`config.mk`:
```
export PLATFORM = sky130hd
export DESIGN_NAME = shared_adder_arbiter
export DESIGN_NICKNAME = d
export VERILOG_FILES = /design/src/rtl/shared_adder_arbiter.sv
export SDC_FILE = /design/constraint.sdc
export NUM_CORES = 1
export LEC_CHECK = 0
export CORE_MARGIN = 2
export CORE_UTILIZATION = 31
export CTS_CLUSTER_SIZE = 28
export DETAILED_ROUTE_END_ITERATION = 12
export PLACE_DENSITY = 0.68
export SYNTH_ARGS = -nofsm -noshare
export SYNTH_HDL_FRONTEND = slang
export SYNTH_SLANG_ARGS = --single-unit
```
`constraint.sdc`:
```
create_clock -name clk -period 3.2 [get_ports clk]
set_clock_uncertainty 0.05 [all_clocks]
set_input_delay 0.32 -clock clk [delete_from_list [all_inputs] [get_ports clk]]
set_output_delay 0.32 -clock clk [all_outputs]
set_load 0.02 [all_outputs]
```
`src/rtl/shared_adder_arbiter.sv`:
```
// Round-robin controller sharing one N-bit adder between two valid/ready requesters.
// Optional per-requester grant counters are enabled by defining SHARE_STATS_EN.
module shared_adder_arbiter #(
  parameter int N     = 4,
  parameter int CNT_W = 8
) (
  input  logic         clk,
  input  logic         rst,
  input  logic         IN_reqValid0,
  input  logic [N-1:0] IN_opA0,
  input  logic [N-1:0] IN_opB0,
  output logic         OUT_reqReady0,
  input  logic         IN_reqValid1,
  input  logic [N-1:0] IN_opA1,
  input  logic [N-1:0] IN_opB1,
  output logic         OUT_reqReady1,
  output logic         OUT_resValid0,
  output logic [N-1:0] OUT_res0,
  input  logic         IN_resReady0,
  output logic         OUT_resValid1,
  output logic [N:0]   OUT_res1,
  input  logic         IN_resReady1,
  output logic         OUT_lastGrant
`ifdef SHARE_STATS_EN
  ,
  output logic [CNT_W-1:0] OUT_grantCnt0,
  output logic [CNT_W-1:0] OUT_grantCnt1
`endif
);

  typedef enum logic {
    PRI0 = 1'b0,
    PRI1 = 1'b1
  } pri_e;

  pri_e         pri_q, pri_d;
  logic         res_valid0_q, res_valid0_d;
  logic         res_valid1_q, res_valid1_d;
  logic [N-1:0] res0_q, res0_d;
  logic [N:0]   res1_q, res1_d;
  logic         last_grant_q, last_grant_d;

  logic         elig0_s, elig1_s;
  logic         grant0_s, grant1_s;
  logic [N-1:0] op_a_s, op_b_s;
  logic [N:0]   sum_s;

  // A slot that drains this cycle may be refilled in the same cycle.
  always_comb begin
    elig0_s  = IN_reqValid0 & (~res_valid0_q | IN_resReady0);
    elig1_s  = IN_reqValid1 & (~res_valid1_q | IN_resReady1);
    grant0_s = 1'b0;
    grant1_s = 1'b0;
    if (rst) begin
      grant0_s = 1'b0;
      grant1_s = 1'b0;
    end else if (elig0_s && elig1_s) begin
      grant0_s = (pri_q == PRI0);
      grant1_s = (pri_q == PRI1);
    end else begin
      grant0_s = elig0_s;
      grant1_s = elig1_s;
    end
  end

  assign OUT_reqReady0 = grant0_s;
  assign OUT_reqReady1 = grant1_s;

  // The single shared adder; operands come from the granted requester only.
  always_comb begin
    if (grant1_s) begin
      op_a_s = IN_opA1;
      op_b_s = IN_opB1;
    end else begin
      op_a_s = IN_opA0;
      op_b_s = IN_opB0;
    end
    sum_s = {1'b0, op_a_s} + {1'b0, op_b_s};
  end

  // Next-state for priority, last grant and both result slots.
  always_comb begin
    pri_d        = pri_q;
    last_grant_d = last_grant_q;
    res_valid0_d = res_valid0_q;
    res_valid1_d = res_valid1_q;
    res0_d       = res0_q;
    res1_d       = res1_q;

    if (grant0_s) begin
      pri_d        = PRI1;
      last_grant_d = 1'b0;
    end else if (grant1_s) begin
      pri_d        = PRI0;
      last_grant_d = 1'b1;
    end else begin
      pri_d        = pri_q;
      last_grant_d = last_grant_q;
    end

    if (grant0_s) begin
      res0_d       = sum_s[N-1:0];
      res_valid0_d = 1'b1;
    end else if (res_valid0_q && IN_resReady0) begin
      res_valid0_d = 1'b0;
    end else begin
      res_valid0_d = res_valid0_q;
    end

    if (grant1_s) begin
      res1_d       = sum_s;
      res_valid1_d = 1'b1;
    end else if (res_valid1_q && IN_resReady1) begin
      res_valid1_d = 1'b0;
    end else begin
      res_valid1_d = res_valid1_q;
    end
  end

  // State registers; reset drops any in-flight result.
  always_ff @(posedge clk) begin
    if (rst) begin
      pri_q        <= PRI0;
      last_grant_q <= 1'b0;
      res_valid0_q <= 1'b0;
      res_valid1_q <= 1'b0;
      res0_q       <= {N{1'b0}};
      res1_q       <= {(N+1){1'b0}};
    end else begin
      pri_q        <= pri_d;
      last_grant_q <= last_grant_d;
      res_valid0_q <= res_valid0_d;
      res_valid1_q <= res_valid1_d;
      res0_q       <= res0_d;
      res1_q       <= res1_d;
    end
  end

  assign OUT_resValid0 = res_valid0_q;
  assign OUT_resValid1 = res_valid1_q;
  assign OUT_res0      = res0_q;
  assign OUT_res1      = res1_q;
  assign OUT_lastGrant = last_grant_q;

`ifdef SHARE_STATS_EN
  logic [CNT_W-1:0] cnt0_q, cnt0_d;
  logic [CNT_W-1:0] cnt1_q, cnt1_d;

  // Saturating grant counters.
  always_comb begin
    cnt0_d = cnt0_q;
    cnt1_d = cnt1_q;
    if (grant0_s && (cnt0_q != {CNT_W{1'b1}})) begin
      cnt0_d = cnt0_q + {{(CNT_W-1){1'b0}}, 1'b1};
    end else begin
      cnt0_d = cnt0_q;
    end
    if (grant1_s && (cnt1_q != {CNT_W{1'b1}})) begin
      cnt1_d = cnt1_q + {{(CNT_W-1){1'b0}}, 1'b1};
    end else begin
      cnt1_d = cnt1_q;
    end
  end

  // Counter registers.
  always_ff @(posedge clk) begin
    if (rst) begin
      cnt0_q <= {CNT_W{1'b0}};
      cnt1_q <= {CNT_W{1'b0}};
    end else begin
      cnt0_q <= cnt0_d;
      cnt1_q <= cnt1_d;
    end
  end

  assign OUT_grantCnt0 = cnt0_q;
  assign OUT_grantCnt1 = cnt1_q;
`endif

endmodule

```
# Word level (Yosys, flattened, before mapping)
# Cells that the tools add are included.
# word_totals
regBits	13
in_bits	22
output_inout_bits	14
wordCells	33
# classes
add_sub_neg	1
mux	12
n_bitwise	7
reduce_logical	7
# op_table
operator	n
2-to-1 mux 1 bit	10
2-to-1 mux 4 bit	2
nonzero test 2 bit	3
adder 4 x 4 -> 5 bit	1
logical AND 1 bit	3
inverter 1 bit	3
bitwise AND 1 bit	2
OR 1 bit	2
OR reduction 2 bit	1

# Depth between registers and ports, before layout
# logic_depth
depth_word	8
mapped_depth	12
mapped_depth_nobuf	11

# Worst setup path before layout
# Ideal clock, no wire load.
# synth_path
path_type	register to register
from	register res_valid0_q, in the netlist OUT_resValid0
to	register res0_q[1], in the netlist OUT_res0[1]
setup_time_ps	71
t_arrival_ps	2425
required_time_ps	3079
setup_slack_ps	654
stages_incl_launch_ff	11
n_path_buf	1
period_less_slack_ps	2546
cell_sequence	dfxtp_1 nor2b_4 o311ai_4 nor2_2 buf_6 mux2_4 ha_1 inv_1 fa_1 or2_0 a21oi_1
# synth_via
elab_chain_cells	8
elab_cells_between_ends	11
cone_classes	add/sub (1); mux (6); bitwise (3); reduce/logical (1)
# synth_rtl
element	line	rtl
start, declared	37	logic res_valid0_q, res_valid0_d;
start signal, assigned	132	res_valid0_q <= res_valid0_d;
inverter 1 bit *	50	elig0_s = IN_reqValid0 & (~res_valid0_q | IN_resReady0);
OR 1 bit *	50	
bitwise AND 1 bit *	50	
logical AND 1 bit *	57	end else if (elig0_s && elig1_s) begin
2-to-1 mux 1 bit *	57	
2-to-1 mux 1 bit *	54	if (rst) begin
named net OUT_reqReady1	16	output logic OUT_reqReady1,
2-to-1 mux 4 bit	71	if (grant1_s) begin
adder 4 x 4 -> 5 bit *	78	sum_s = {1'b0, op_a_s} + {1'b0, op_b_s};
end signal, assigned	127	res0_q <= {N{1'b0}};
end signal, assigned	134	res0_q <= res0_d;
end, declared	39	logic [N-1:0] res0_q, res0_d;
# The timed path passes the listed nets; every way through them passes the cells marked *.
# A chain may end at the register's enable or synchronous reset.

# Worst setup path after layout
# layout_path
from	input IN_reqValid0
to	register res0_q[1], in the netlist OUT_res0[1]
# layout_via
elab_chain_cells	6
elab_cells_between_ends	9
cone_classes	add/sub (1); mux (6); bitwise (1); reduce/logical (1)
# layout_rtl
element	line	rtl
start, declared	9	input logic IN_reqValid0,
bitwise AND 1 bit *	50	
logical AND 1 bit	57	
2-to-1 mux 1 bit	57	
2-to-1 mux 1 bit	54	
2-to-1 mux 4 bit	71	
adder 4 x 4 -> 5 bit	78	
# Mark *: on every way between the ends. The rest lies on a longest branch, timed or not.

==> metrics.cfg <==
[placement]
globalplace.congestion=0.707
pre_cts_slack_ns=0.290
port_buffers=35
dp_hpwl_um=1430

[synth]
yosys.area.top_type=dfxtp_1
yosysWarnings=0
synth_top_area_share=0.329
yosysUniqueCellTypes=34
syn-instance-count=78
synthesis.area_um2=791
synth.most_common_cell=dfxtp_1
synth_edf_count=0
synth_seq_cells=13
seq_area_frac_synth=0.329
synthTopCellsByCount=13 x dfxtp_1, 9 x a21oi_1, 7 x mux2_4, 7 x nand2_1, 5 x nor2_1
syn_area_per_cell_um2=10.1
syn_nets=105
synth_flop_cell=dfxtp_1
ys_top_cells_by_area=dfxtp_1 33%, mux2_4 13%, ha_1 6.3%
synthArstFlopShare=0

[sta]
worst_pin_slew_ns=0.344
hold_viol_final=0
finalSetupViolCount=0
fmax_mhz=380
fin_crit_sh=0.822
fin_ws_ns=0.569
period_needed_ns=2.63
fin_tns_setup_ns=0
slew_viol_final=0
rsz0062_at_grt=no
slew_headroom=0.770

[finish]
drive_gt1_frac=0.171
syn_to_final_growth_pct=52.7
nNetsFinal=145
n_antenna_cell=0
nFillCells=245
multiInputGateArea_um2=503
seqCellArea_um2=260

[floorplanning]
boundaryPins=36
dieWidth_um=54.5
coreArea_um2=2450
die_y_um=54.5
die_area_um2=2970
initial_utilization=0.322
row_count=18

[power]
p_leak_nw=0.476
power.density_nw_per_um2=395
p_total_mw=0.477
peakVddDrop_v=0.000328

[global_route]
grt_pass1_vias=703
antenna_found_initial=0
grt_util_all_layers=0.134
gr-total-overflow=0
grt_max_degree=15
grt_pass1_wl_um=2890

[outcome]
outcome=finished, final reports clean

[clocking]
ctsHoldBuffers=0
h-tree-depth=1
cts_tree=built
clock_path_buffers=2
clock_latency_ns=0.28
ctsResizeCount=0
clk_pin_slew_ns=0.08
clock_sinks=13
cts_buffers=3
post_cts_buffers=0
root_buffer=clkbuf_4

[worst_setup_path]
arrival_ns=2.79
r2r_start=OUT_resValid0
crit_type=input port to flip-flop
worstPathCellList=clkdlybuf4s50_1, inv_2, o311ai_4, nor2_2, buf_4, mux2_4, ha_1, inv_1, fa_1, or2_0, a21oi_1
crit_slowest_cell=clkdlybuf4s50_1
cp_top_family=buffers and inverters
worstPathRequired_ns=3.36
crit_buf_inv=4
cp-end-kind=flip-flop
start_kind=input port
crit_start=IN_reqValid0
cp_max_fo=11
cpPeakStageDelay_ns=0.49

[route]
routed_wl_um=1770
vias_per_cell=4.82
first_pass_iters=6
post_drt_wl_per_cell_um=12.1
drc=0
num_vias=709
drt_iter0_markers=9
ant_nets=0

[hold_path]
hp-start=OUT_res1[0]
hp-class=flip-flop to flip-flop

[run]
drv_cap=0

-- cell families after synthesis --
group	after synthesis	share of synthesized area
simple gates	24	0.166
compound gates	18	0.172
flops	13	0.329
mux	12	0.198
buf+inv	5	0.0348
fa+ha+maj	5	0.0886
xor+xnor	1	0.0111
-- power by group --
part / leakage, nW / switching, mW / internal, mW
Combinational: 0.353 / 0.0822 / 0.102
Sequential: 0.107 / 0.0103 / 0.178
Clock: 0.0150 / 0.0562 / 0.0484
-- stage by stage --
| step | utilization | hold slack, ns | area [µm²] | std cells |
|---|---|---|---|---|
| 2_1_floorplan | - | 0.339 | 791 | 78 |
| 3_3_place_gp | 0.481 | 0.400 | 1180 | 143 |
| 3_5_place_dp | 0.481 | 0.398 | 1180 | 143 |
| 4_1_cts | 0.492 | 0.417 | 1210 | 147 |
| 5_1_grt | 0.492 | 0.443 | 1210 | 147 |
| 6_report | 0.492 | 0.412 | 1210 | 147 |
-- registers in the layout (all words and copies together), names as in the netlist --
| register | count |
|---|---|
| OUT_lastGrant | 1 |
| pri_q | 1 |
| OUT_resValid0 | 1 |
| OUT_res0 | 4 |
| OUT_resValid1 | 1 |
| OUT_res1 | 5 |
-- final cells by class --
cell class / instances / share of cell area
Sequential cell: 13 / 0.216
Timing Repair Buffer: 38 / 0.309
Clock buffer: 4 / 0.0218
Tap cell: 30 / 0.0311
Inverter: 2 / 0.00622
Multi-Input combinational cell: 60 / 0.417
-- placed cells by master, fill, tap and decap left out, drive strengths merged, types with 3 or more instances in the layout --
| cell | instances |
|---|---|
| clkdlybuf4s50 | 35 |
| dfxtp | 13 |
| a21oi | 9 |
| mux2 | 8 |
| nand2 | 7 |
| nor2 | 6 |
| mux2i | 4 |
| ha | 4 |
| clkbuf | 4 |
| buf | 3 |
-- path summary, 6_finish.rpt --
| path | to | slack, ns | cells after the start |
|---|---|---|---|
| max reg2reg | OUT_res0[1] | 0.72 | 10 |
| max | OUT_res0[1] | 0.57 | 11 |
| min reg2reg | OUT_res1[0] | 0.41 | 2 |
| min | OUT_res1[0] | 0.41 | 2 |
-- tightest hold or removal path, delay by kind of cell (launching register included) --
family | cells | cell delay [ns]
AND/OR/NAND/NOR | 1 | 0.05
AO/OA/AOI/OAI | 1 | 0.06
flip-flops | 1 | 0.32
-- routing by layer --
layer / vias up / routed length [µm] / global-route usage
li1: 358 / - / -
met2: 21 / 863 / 0.245
met1: 326 / 754 / 0.141
met4: 0 / 14 / 0.0292
met5: - / 0 / 0
met3: 4 / 141 / 0.0574
Note: power is estimated with default switching activity, not from simulation.
